### config.mk
export PLATFORM = sky130hd
export DESIGN_NAME = sqrt_iter_core
export DESIGN_NICKNAME = d
export VERILOG_FILES = /design/src/rtl/sqrt_pkg.sv /design/src/rtl/checkspecial.sv /design/src/rtl/sqrt_iter_core.sv
export SDC_FILE = /design/constraint.sdc
export NUM_CORES = 1
export LEC_CHECK = 0
export ABC_AREA = 1
export ABC_CLOCK_PERIOD_IN_PS = 2000
export CORE_UTILIZATION = 58
export CTS_BUF_LIST = sky130_fd_sc_hd__clkbuf_16
export DETAILED_ROUTE_END_ITERATION = 7
export GPL_ROUTABILITY_DRIVEN = 0
export PLACE_DENSITY_LB_ADDON = 0.1
export SYNTH_ARGS = -nofsm -noshare
export SYNTH_HDL_FRONTEND = slang
export SYNTH_SLANG_ARGS = --single-unit
### constraint.sdc
create_clock -name clk -period 2 [get_ports clk]
set_input_delay 0.3 -clock clk [delete_from_list [all_inputs] [get_ports clk]]
set_output_delay 0.3 -clock clk [all_outputs]
set_load 0.005 [all_outputs]
### src/rtl/sqrt_pkg.sv
// ============================================================================
// sqrt_pkg : shared widths, FSM encodings and result constants for sqrt.
// Rev 1.0
// ============================================================================
`default_nettype none

package sqrt_pkg;

  localparam int EXP_BIAS = 127;
  localparam int EXP_W    = 8;
  localparam int MAN_W    = 23;
  localparam int RAD_W    = 48;
  localparam int REM_W    = 26;
  localparam int ROOT_W   = 25;

  // Shared with the downstream result selector.
  localparam logic [31:0] QNAN_VAL = 32'h7FC0_0000;
  localparam logic [31:0] ONE_VAL  = 32'h3F80_0000;

  typedef enum logic [1:0] {
    ST_IDLE = 2'd0,
    ST_ITER = 2'd1,
    ST_FIN  = 2'd2
  } state_t;

endpackage

`default_nettype wire

### src/rtl/checkspecial.sv
// ============================================================================
// checkspecial : Inf / NaN / zero flags from exponent and mantissa fields.
// Rev 1.0
// ============================================================================
`default_nettype none

module checkspecial
  import sqrt_pkg::*;
(
  input  logic [EXP_W-1:0] exp_f,
  input  logic [MAN_W-1:0] man_f,
  output logic             is_inf,
  output logic             is_nan,
  output logic             is_zero
);

  logic w_exp_ones;
  logic w_exp_zero;
  logic w_man_zero;

  assign w_exp_ones = &exp_f;
  assign w_exp_zero = ~|exp_f;
  assign w_man_zero = ~|man_f;

  assign is_inf  = w_exp_ones &  w_man_zero;
  assign is_nan  = w_exp_ones & ~w_man_zero;
  assign is_zero = w_exp_zero &  w_man_zero;

endmodule

`default_nettype wire

### src/rtl/sqrt_iter_core.sv
// ============================================================================
// sqrt_iter_core : restoring digit-by-digit FP32 square root, one bit/clock.
// Optional round-to-nearest-even via macro SQRT_ROUND_NEAREST_EN.
// Rev 1.0
// ============================================================================
`default_nettype none

module sqrt_iter_core
  import sqrt_pkg::*;
#(
  parameter int ITER_BITS = 24
) (
  input  logic        clk,
  input  logic        rst_n,
  input  logic        start,
  input  logic [31:0] A,
  output logic [31:0] ansS,
  output logic        busy,
  output logic        done
);

`ifdef SQRT_ROUND_NEAREST_EN
  localparam int LAST_CNT = ITER_BITS;
`else
  localparam int LAST_CNT = ITER_BITS - 1;
`endif
  localparam int CNT_W = $clog2(ITER_BITS + 1);

  state_t             r_state, w_state_nxt;
  logic [CNT_W-1:0]   r_cnt;
  logic [RAD_W-1:0]   r_rad;
  logic [REM_W-1:0]   r_rem;
  logic [ROOT_W-1:0]  r_root;
  logic [EXP_W-1:0]   r_exp;
  logic               r_special;
  logic [31:0]        r_ans;
  logic               r_busy;
  logic               r_done;

  logic [EXP_W-1:0]   w_exp_f;
  logic [MAN_W-1:0]   w_man_f;
  logic               w_inf, w_nan, w_zero, w_denorm, w_special;
  logic               w_accept;
  logic [RAD_W-1:0]   w_rad_init;
  logic [EXP_W:0]     w_exp_sum;
  logic [REM_W-1:0]   w_rem_sh, w_trial, w_rem_nx;
  logic               w_ge;
  logic [EXP_W-1:0]   w_exp_out;
  logic [MAN_W-1:0]   w_man_out;
  logic               w_unused_bits;

  assign w_exp_f = A[30:23];
  assign w_man_f = A[22:0];

  checkspecial u_checkspecial (
    .exp_f   (w_exp_f),
    .man_f   (w_man_f),
    .is_inf  (w_inf),
    .is_nan  (w_nan),
    .is_zero (w_zero)
  );

  assign w_denorm  = (w_exp_f == '0) && (w_man_f != '0);
  assign w_special = w_inf | w_nan | w_zero | w_denorm;

  // FIN is the hand-off cycle, so a new request may be taken there too.
  assign w_accept = start && ((r_state == ST_IDLE) || (r_state == ST_FIN));

  // Odd biased exponent keeps 1.M as is; even folds a factor of 2 into it.
  assign w_rad_init = w_exp_f[0] ? {2'b01, w_man_f, 23'b0} : {1'b1, w_man_f, 24'b0};
  assign w_exp_sum  = {1'b0, w_exp_f} + (w_exp_f[0] ? 9'(EXP_BIAS) : 9'(EXP_BIAS - 1));

  assign w_rem_sh = {r_rem[REM_W-3:0], r_rad[RAD_W-1 -: 2]};
  assign w_trial  = {r_root[REM_W-3:0], 2'b01};
  assign w_ge     = (w_rem_sh >= w_trial);
  assign w_rem_nx = w_ge ? (w_rem_sh - w_trial) : w_rem_sh;

`ifdef SQRT_ROUND_NEAREST_EN
  logic         w_round_up;
  logic [MAN_W:0] w_man_sum;
  assign w_round_up    = r_root[0] & ((|r_rem) | r_root[1]);
  assign w_man_sum     = {1'b0, r_root[MAN_W:1]} + (MAN_W+1)'(w_round_up);
  assign w_man_out     = w_man_sum[MAN_W] ? '0 : w_man_sum[MAN_W-1:0];
  assign w_exp_out     = r_exp + EXP_W'(w_man_sum[MAN_W]);
  assign w_unused_bits = r_root[ROOT_W-1];
`else
  assign w_man_out     = r_root[MAN_W-1:0];
  assign w_exp_out     = r_exp;
  assign w_unused_bits = &{1'b0, r_root[ROOT_W-1:MAN_W]};
`endif

  logic w_unused_sign;
  assign w_unused_sign = &{1'b0, A[31], w_unused_bits};

  always_ff @(posedge clk) begin
    if (!rst_n) r_state <= ST_IDLE;
    else        r_state <= w_state_nxt;
  end

  always_comb begin
    w_state_nxt = r_state;
    case (r_state)
      ST_IDLE: if (start) w_state_nxt = w_special ? ST_FIN : ST_ITER;
      ST_ITER: if (r_cnt == CNT_W'(LAST_CNT)) w_state_nxt = ST_FIN;
      ST_FIN:  w_state_nxt = start ? (w_special ? ST_FIN : ST_ITER) : ST_IDLE;
      default: w_state_nxt = ST_IDLE;
    endcase
  end

  always_ff @(posedge clk) begin
    if (!rst_n) begin
      r_cnt     <= '0;
      r_rad     <= '0;
      r_rem     <= '0;
      r_root    <= '0;
      r_exp     <= '0;
      r_special <= 1'b0;
      r_ans     <= '0;
      r_busy    <= 1'b0;
      r_done    <= 1'b0;
    end else begin
      r_done <= 1'b0;
      if (r_state == ST_ITER) begin
        r_rem  <= w_rem_nx;
        r_root <= {r_root[ROOT_W-2:0], w_ge};
        r_rad  <= {r_rad[RAD_W-3:0], 2'b00};
        r_cnt  <= r_cnt + 1'b1;
      end
      if (r_state == ST_FIN) begin
        r_ans  <= r_special ? 32'h0 : {1'b0, w_exp_out, w_man_out};
        r_done <= 1'b1;
        r_busy <= 1'b0;
      end
      if (w_accept) begin
        r_special <= w_special;
        r_rad     <= w_rad_init;
        r_exp     <= w_exp_sum[EXP_W:1];
        r_rem     <= '0;
        r_root    <= '0;
        r_cnt     <= '0;
        r_busy    <= 1'b1;
      end
    end
  end

  assign ansS = r_ans;
  assign busy = r_busy;
  assign done = r_done;

endmodule

`default_nettype wire

==> results.json, run 1 <==
{
  "fin_util": 0.8038,
  "viasPerCell": 5.579,
  "cp_cell_sequence": "inv_4 -> ha_4 -> nand2_2 -> inv_1 -> nand2_2 -> nor4_4 -> nand2_2 -> nand3_4 -> nor2_4 -> buf_12 -> nand2_4 -> nand3_2 -> nand2_1 -> inv_1",
  "synth-seq-cells": 122,
  "clkSinkCount": 122,
  "fmax_ghz": 0.5014,
  "diodes": 0,
  "rsz0062_at_grt": "yes",
  "antenna_found_initial": 0,
  "grt_max_degree": 60,
  "relSlewSlack": 0.6387,
  "avgRoutedWirePerCell_um": 14.86,
  "synth_flop_cell": "dfxtp_1",
  "hold_buffers": 0,
  "synth_common_cells": "nand2_1, nand3_1, inv_1, dfxtp_1, a21oi_1",
  "cts_buffers": 17,
  "port_buffers": 66,
  "max_cap_viol_count": 0,
  "critPathMaxFanout": 8,
  "crit_slowest_cell": "dfxtp_2",
  "startpoint_type": "flip-flop",
  "track_usage": 0.3122,
  "ys.warnings.count": 0,
  "async_flop_share": 0,
  "syn_inst": 1068,
  "finalCritPeriodShare": 0.9973,
  "grt_pass1_vias": 6847,
  "start_util": 0.5927,
  "detail_route.iter0.violations": 495,
  "syn_to_final_growth_pct": 35.62,
  "dr.pass1.iters": 6,
  "die_w_um": 112.6,
  "finClkSkew_ns": 0.009489,
  "synth_cell_type_count": 42,
  "ios": 69,
  "cp_common_cell": "nand2_2",
  "critPathKind": "reg2reg",
  "clk_pin_slew_ns": 0.05,
  "grt_pass1_wl_um": 31570,
  "drive_above_1_share": 0.2352,
  "rows": 40,
  "crit_buf_inv": 4,
  "nFillCells": 836,
  "status": "finished clean",
  "clk_latency_ns": 0.43,
  "die_y_um": 112.6,
  "ys_seq_area_frac": 0.3445,
  "clock_path_buffers": 2,
  "cp.arrival_ns": 2.31,
  "drc": 0,
  "yosysTopAreaCellShare": 0.3445,
  "critPathMaxStageDelay_ns": 0.34,
  "slew_violations": 0,
  "period_needed_ns": 1.995,
  "design.die.area_um2": 12670,
  "synth_edf_count": 0,
  "yosys.area.top_type": "dfxtp_1",
  "required_ns": 2.32,
  "hp-class": "in2reg",
  "avgSynthCellArea_um2": 6.638,
  "cts_tree": "built",
  "finalSetupViolCount": 0,
  "stdcell_area_um2": 9614,
  "synthesis.area_um2": 7089,
  "wl_um": 20070,
  "clockRootBuffer": "clkbuf_16",
  "antenna_left": 0,
  "cts.htree.levels": 4,
  "final-hold-violation-count": 0,
  "synth_nets": 1133,
  "tightest_slew_ns": 0.5371,
  "final_nets": 1255,
  "hpwl_um": 13180,
  "ys_top_cells_by_area": "dfxtp_1, nand2_1, nand3_1, inv_1, ha_1",
  "vias": 7532,
  "cp-end-kind": "flip-flop",
  "coreArea_um2": 11960,
  "grt_overflow_total": 0,
  "crit_family": "simple AND/OR/NAND/NOR gates",
  "synth.most_common_cell": "nand2_1",
  "dpl_cell_area_um2": 8417
}
==> state kept, by name (all words and copies together), names as in the netlist <==
| register | count |
|---|---|
| busy | 1 |
| r_rad | 25 |
| done | 1 |
| r_root | 24 |
| ansS | 31 |
| r_special | 1 |
| r_state | 2 |
| r_cnt | 5 |
| r_exp | 8 |
| r_rem | 24 |
==> what timing repair did <==
action,4_1_cts,5_1_grt
pin swaps,14,19
endpoints found under the setup margin,24,25
resized for setup,59,97
buffers inserted,0,5
==> cells by family after synthesis <==
group | count (synthesis) | share of synthesized area
AND/OR/NAND/NOR | 500 | 0.3161
buffers and inverters | 226 | 0.1242
AO/OA/AOI/OAI | 177 | 0.1468
flip-flops | 122 | 0.3445
adder cells (fa/ha/maj) | 30 | 0.05295
XOR/XNOR | 12 | 0.01483
other | 1 | 0.0005290
==> cell usage in the layout, fill, tap and decap left out, drive strengths merged <==
cell	n
a21o	2
inv	173
a32o	1
xor2	7
clkinv	9
a31o	1
o211ai	21
dfxtp	122
nand4	8
nand3b	8
a211oi	3
buf	92
o2111ai	1
nand2	250
o21bai	2
clkdlybuf4s50	65
a21oi	59
bufinv	2
nor3b	1
o21ai	56
ha	30
a31oi	6
o31ai	24
nor3	4
nand3	173
or2	1
o22ai	1
and2	1
conb	1
nor2	51
xnor2	5
clkbuf	17
clkinvlp	3
nor4	3
==> per-layer routing <==
| layer | GRT usage | vias up | wire length, um | share of wire |
|---|---|---|---|---|
| li1 | - | 3743 | - | - |
| met1 | 0.3607 | 3493 | 8199 | 0.41 |
| met2 | 0.5412 | 250 | 10020 | 0.50 |
| met3 | 0.06533 | 46 | 1094 | 0.055 |
| met4 | 0.1671 | 0 | 754 | 0.038 |
| met5 | 0 | - | 0 | 0 |
==> per-stage QoR <==
| stage | worst slack, ns | hold slack [ns] | setup TNS, ns | instances |
|---|---|---|---|---|
| finish | 0.005496 | 0.2727 | 0 | 1350 |
| global route | -0.1192 | 0.2933 | -1.717 | 1350 |
| CTS | 0.004272 | 0.2719 | 0 | 1345 |
| detailed placement | -0.07230 | 0.4489 | -0.9195 | 1313 |
| global placement | -0.02861 | 0.4474 | -0.1278 | 1313 |
| floorplan | 0.1805 | 0.3996 | 0 | 1068 |
==> worst register-to-register path, stage by stage (launching register included) <==
cell	delay (ns)
dfxtp_2	0.34
inv_4	0.05
ha_4	0.28
nand2_2	0.09
inv_1	0.08
nand2_2	0.08
nor4_4	0.25
nand2_2	0.12
nand3_4	0.14
nor2_4	0.06
buf_12	0.16
nand2_4	0.06
nand3_2	0.08
nand2_1	0.07
inv_1	0.04
==> area by class of cell <==
cell class / count / area, um^2 / share of cell area
multi-input combinational: 720 / 4328 / 0.4502
sequential: 122 / 2467 / 0.2566
timing repair buffer: 157 / 1421 / 0.1478
inverter: 172 / 653.1 / 0.06793
clock buffer: 17 / 425.4 / 0.04425
tap: 147 / 183.9 / 0.01913
clock inverter: 15 / 135.1 / 0.01406
==> worst paths after layout <==
path                                  from          to  slack, ns  cells past startpoint
worst max register to register  r_root[17]   r_rem[11]      0.005                     14
worst min register to register  r_root[23]  r_root[23]       0.46                      2
worst min-delay path                 rst_n    r_exp[0]       0.27                      3
worst max-delay path            r_root[17]   r_rem[11]      0.005                     14
Power of run 1 is not shown: default switching activity piles up to over one toggle a cycle in this logic, so the estimate is an artifact.
==> run 2, diff against run 1 <==
--- a/config.mk
+++ b/config.mk
@@ -5,9 +5,8 @@
 export SDC_FILE = /design/constraint.sdc
 export NUM_CORES = 1
 export LEC_CHECK = 0
-export ABC_AREA = 1
 export ABC_CLOCK_PERIOD_IN_PS = 2000
-export CORE_UTILIZATION = 58
+export CORE_UTILIZATION = 57
 export CTS_BUF_LIST = sky130_fd_sc_hd__clkbuf_16
 export DETAILED_ROUTE_END_ITERATION = 7
 export GPL_ROUTABILITY_DRIVEN = 0
==> run 2 against run 1 <==
The flow now finishes with violations (DRC, setup timing). Maximum frequency fell by 31%. Cell area rose by 1.8%. Via count increased by 4.9%. Non-clock buffer count grew 82. Worst setup slack lost 0.88 ns. Wire length rose by 37%.
==> results.json, run 2 <==
{
  "design.die.area_um2": 11960,
  "cp.arrival_ns": 3.17,
  "synth_nets": 877,
  "crit_slowest_cell": "a211oi_2",
  "start_util": 0.5958,
  "rsz0062_at_grt": "yes",
  "drive_above_1_share": 0.3183,
  "slew_violations": 0,
  "grt_pass1_wl_um": 35940,
  "pre_cts_ws_ns": -0.7346,
  "dr.pass1.iters": 8,
  "dpl_cell_area_um2": 8408,
  "vias": 7900,
  "violations": "DRC, setup timing",
  "cts.htree.levels": 4,
  "ios": 69,
  "relSlewSlack": 0.5312,
  "nFillCells": 507,
  "final.setup.tns_ns": -16.31,
  "cts_buffers": 17,
  "routed.top_layer": "met4",
  "yosys.area.top_type": "dfxtp_1",
  "detail_route.iter0.violations": 1166,
  "grt_pass1_vias": 7306,
  "fmax_ghz": 0.3475,
  "layout_commonest_cell": "buf_4",
  "clockRootBuffer": "clkbuf_16",
  "crit_family": "compound AO/OA/AOI/OAI gates",
  "die_y_um": 109.4,
  "crit_buf_inv": 4,
  "synth.most_common_cell": "dfxtp_1",
  "yosysTopAreaCellShare": 0.3716,
  "hold_buffers": 0,
  "cp-end-kind": "flip-flop",
  "cts_tree": "built",
  "die_w_um": 109.4,
  "wl_met3_um": 3037,
  "rows": 38,
  "final-hold-violation-count": 0,
  "stdcell_area_um2": 9791,
  "largest_reg_flops": 31,
  "final_cell_mix": "buf_4, nand2_1, dfxtp_1",
  "drc": 58,
  "tightest_slew_ns": 0.7007,
  "status": "finished, violations left",
  "critPathMaxFanout": 6,
  "clock_path_buffers": 2,
  "syn_inst": 812,
  "antenna_left": 0,
  "track_usage": 0.3940,
  "async_flop_share": 0,
  "final_nets": 1073,
  "hp-class": "reg2reg",
  "wl_um": 27540,
  "ys_seq_area_frac": 0.3716,
  "max_cap_viol_count": 0,
  "ys.warnings.count": 0,
  "ir_drop_uv": 982.8,
  "critPathKind": "reg2reg",
  "ys_top_cells_by_area": "dfxtp_1, nand2_1, ha_1, a21oi_1, a22o_1",
  "synth_flop_cell": "dfxtp_1",
  "finalCritPeriodShare": 1.439,
  "clkSinkCount": 122,
  "wl_met1_um": 9462,
  "syn_to_final_growth_pct": 48.96,
  "synthesis.area_um2": 6573,
  "critPathMaxStageDelay_ns": 0.42,
  "period_needed_ns": 2.878,
  "grt_max_degree": 51,
  "grt_overflow_total": 0,
  "finClkSkew_ns": 0.01319,
  "startpoint_type": "flip-flop",
  "avgRoutedWirePerCell_um": 23.68,
  "synth_edf_count": 0,
  "required_ns": 2.29,
  "synth-seq-cells": 122,
  "clk_latency_ns": 0.44,
  "postLayoutSetupSlackWorst_ns": -0.8775,
  "coreArea_um2": 11030,
  "port_buffers": 66,
  "finalSetupViolCount": 26,
  "antenna_found_initial": 3,
  "synth_common_cells": "dfxtp_1, nand2_1, a21oi_1, clkbuf_1, nor2_1",
  "synth_cell_type_count": 64,
  "viasPerCell": 6.793,
  "met2_length_um": 12670,
  "p_leak_nw": 3.899,
  "cp_cell_sequence": "inv_1 -> ha_1 -> buf_4 -> a21oi_1 -> nor2b_1 -> o21ai_0 -> nand2b_1 -> buf_4 -> nor3_4 -> buf_6 -> nor3_4 -> a211oi_2",
  "avgSynthCellArea_um2": 8.094,
  "p_per_area_nw_per_um2": 1001,
  "clk_pin_slew_ns": 0.06,
  "hpwl_um": 14010
}
run 2: changes by cell type in the layout (fill, tap and decap cells not counted), sizes merged, moves of 22 or more:
| cell | before | now |
|---|---|---|
| o31ai | 24 | 2 |
| nand3 | 173 | 18 |
| a211oi | 3 | 30 |
| buf | 92 | 173 |
| nand2 | 250 | 120 |
| a311oi | 0 | 25 |
| a22o | 0 | 31 |
| nor2b | 0 | 27 |
| inv | 173 | 42 |
run 2: routing by layer:
layer / vias up / track usage
met5: - / 0
met4: 0 / 0.2657
met3: 259 / 0.1162
met2: 636 / 0.6774
met1: 3656 / 0.4164
li1: 3349 / -
run 2: what timing repair did:
item / 4_1_cts / 5_1_grt
setup buffers: 9 / 9
pin swaps: 27 / 36
gates resized for setup: 83 / 64
gates cloned: 1 / 0
endpoints found under the setup margin: 25 / 25
run 2: report_power, final:
group / internal [mW] / total, mW / switching, mW
Combinational: 1.87 / 4.02 / 2.15
Clock: 1.85 / 3.14 / 1.29
Sequential: 2.54 / 2.64 / 0.101
run 2: tightest hold or removal path: cells and delay by family, from the launching register on:
family | cells | cell delay, ns
AOI/OAI and AO/OA | 1 | 0.06
DFF | 1 | 0.31
and+or+nand+nor | 1 | 0.05
run 2: kinds of logic after synthesis:
kind of cell	after synthesis	share of synthesized area
buf+inv	100	0.06206
mux	17	0.02589
flops	122	0.3716
fa+ha+maj	30	0.05711
simple gates	277	0.2031
compound gates	249	0.2583
xor+xnor	16	0.02132
other cells	1	0.0005706
run 2: cell type report:
cell class,count,area (um^2),area share
Antenna cell,2,5.005,0.0005112
Sequential cell,122,2477,0.2530
Clock inverter,15,167.7,0.01712
Timing Repair Buffer,239,2062,0.2106
Multi-Input combinational cell,590,4330,0.4423
Clock buffer,17,425.4,0.04345
Inverter,38,147.6,0.01508
Tap cell,140,175.2,0.01789
run 2: final timing paths:
check	cells past startpoint	to	slack (ns)	from
worst max-delay path	12	r_rem[7]	-0.88	r_root[21]
worst min-delay path	2	r_root[23]	0.47	r_root[23]
worst max register to register	12	r_rem[7]	-0.88	r_root[21]
worst min register to register	2	r_root[23]	0.47	r_root[23]
run 2: metrics by stage:
step	instances	hold WS, ns	util	total power, mW
floorplan	812	0.4316	-	4.319
global placement	1111	0.4448	0.7623	5.319
detailed placement	1111	0.4507	0.7623	5.428
CTS	1152	0.4695	0.8590	8.953
global route	1162	0.4836	0.8874	10.08
finish	1163	0.4700	0.8876	9.799
Note: power is estimated with default switching activity, not from simulation.
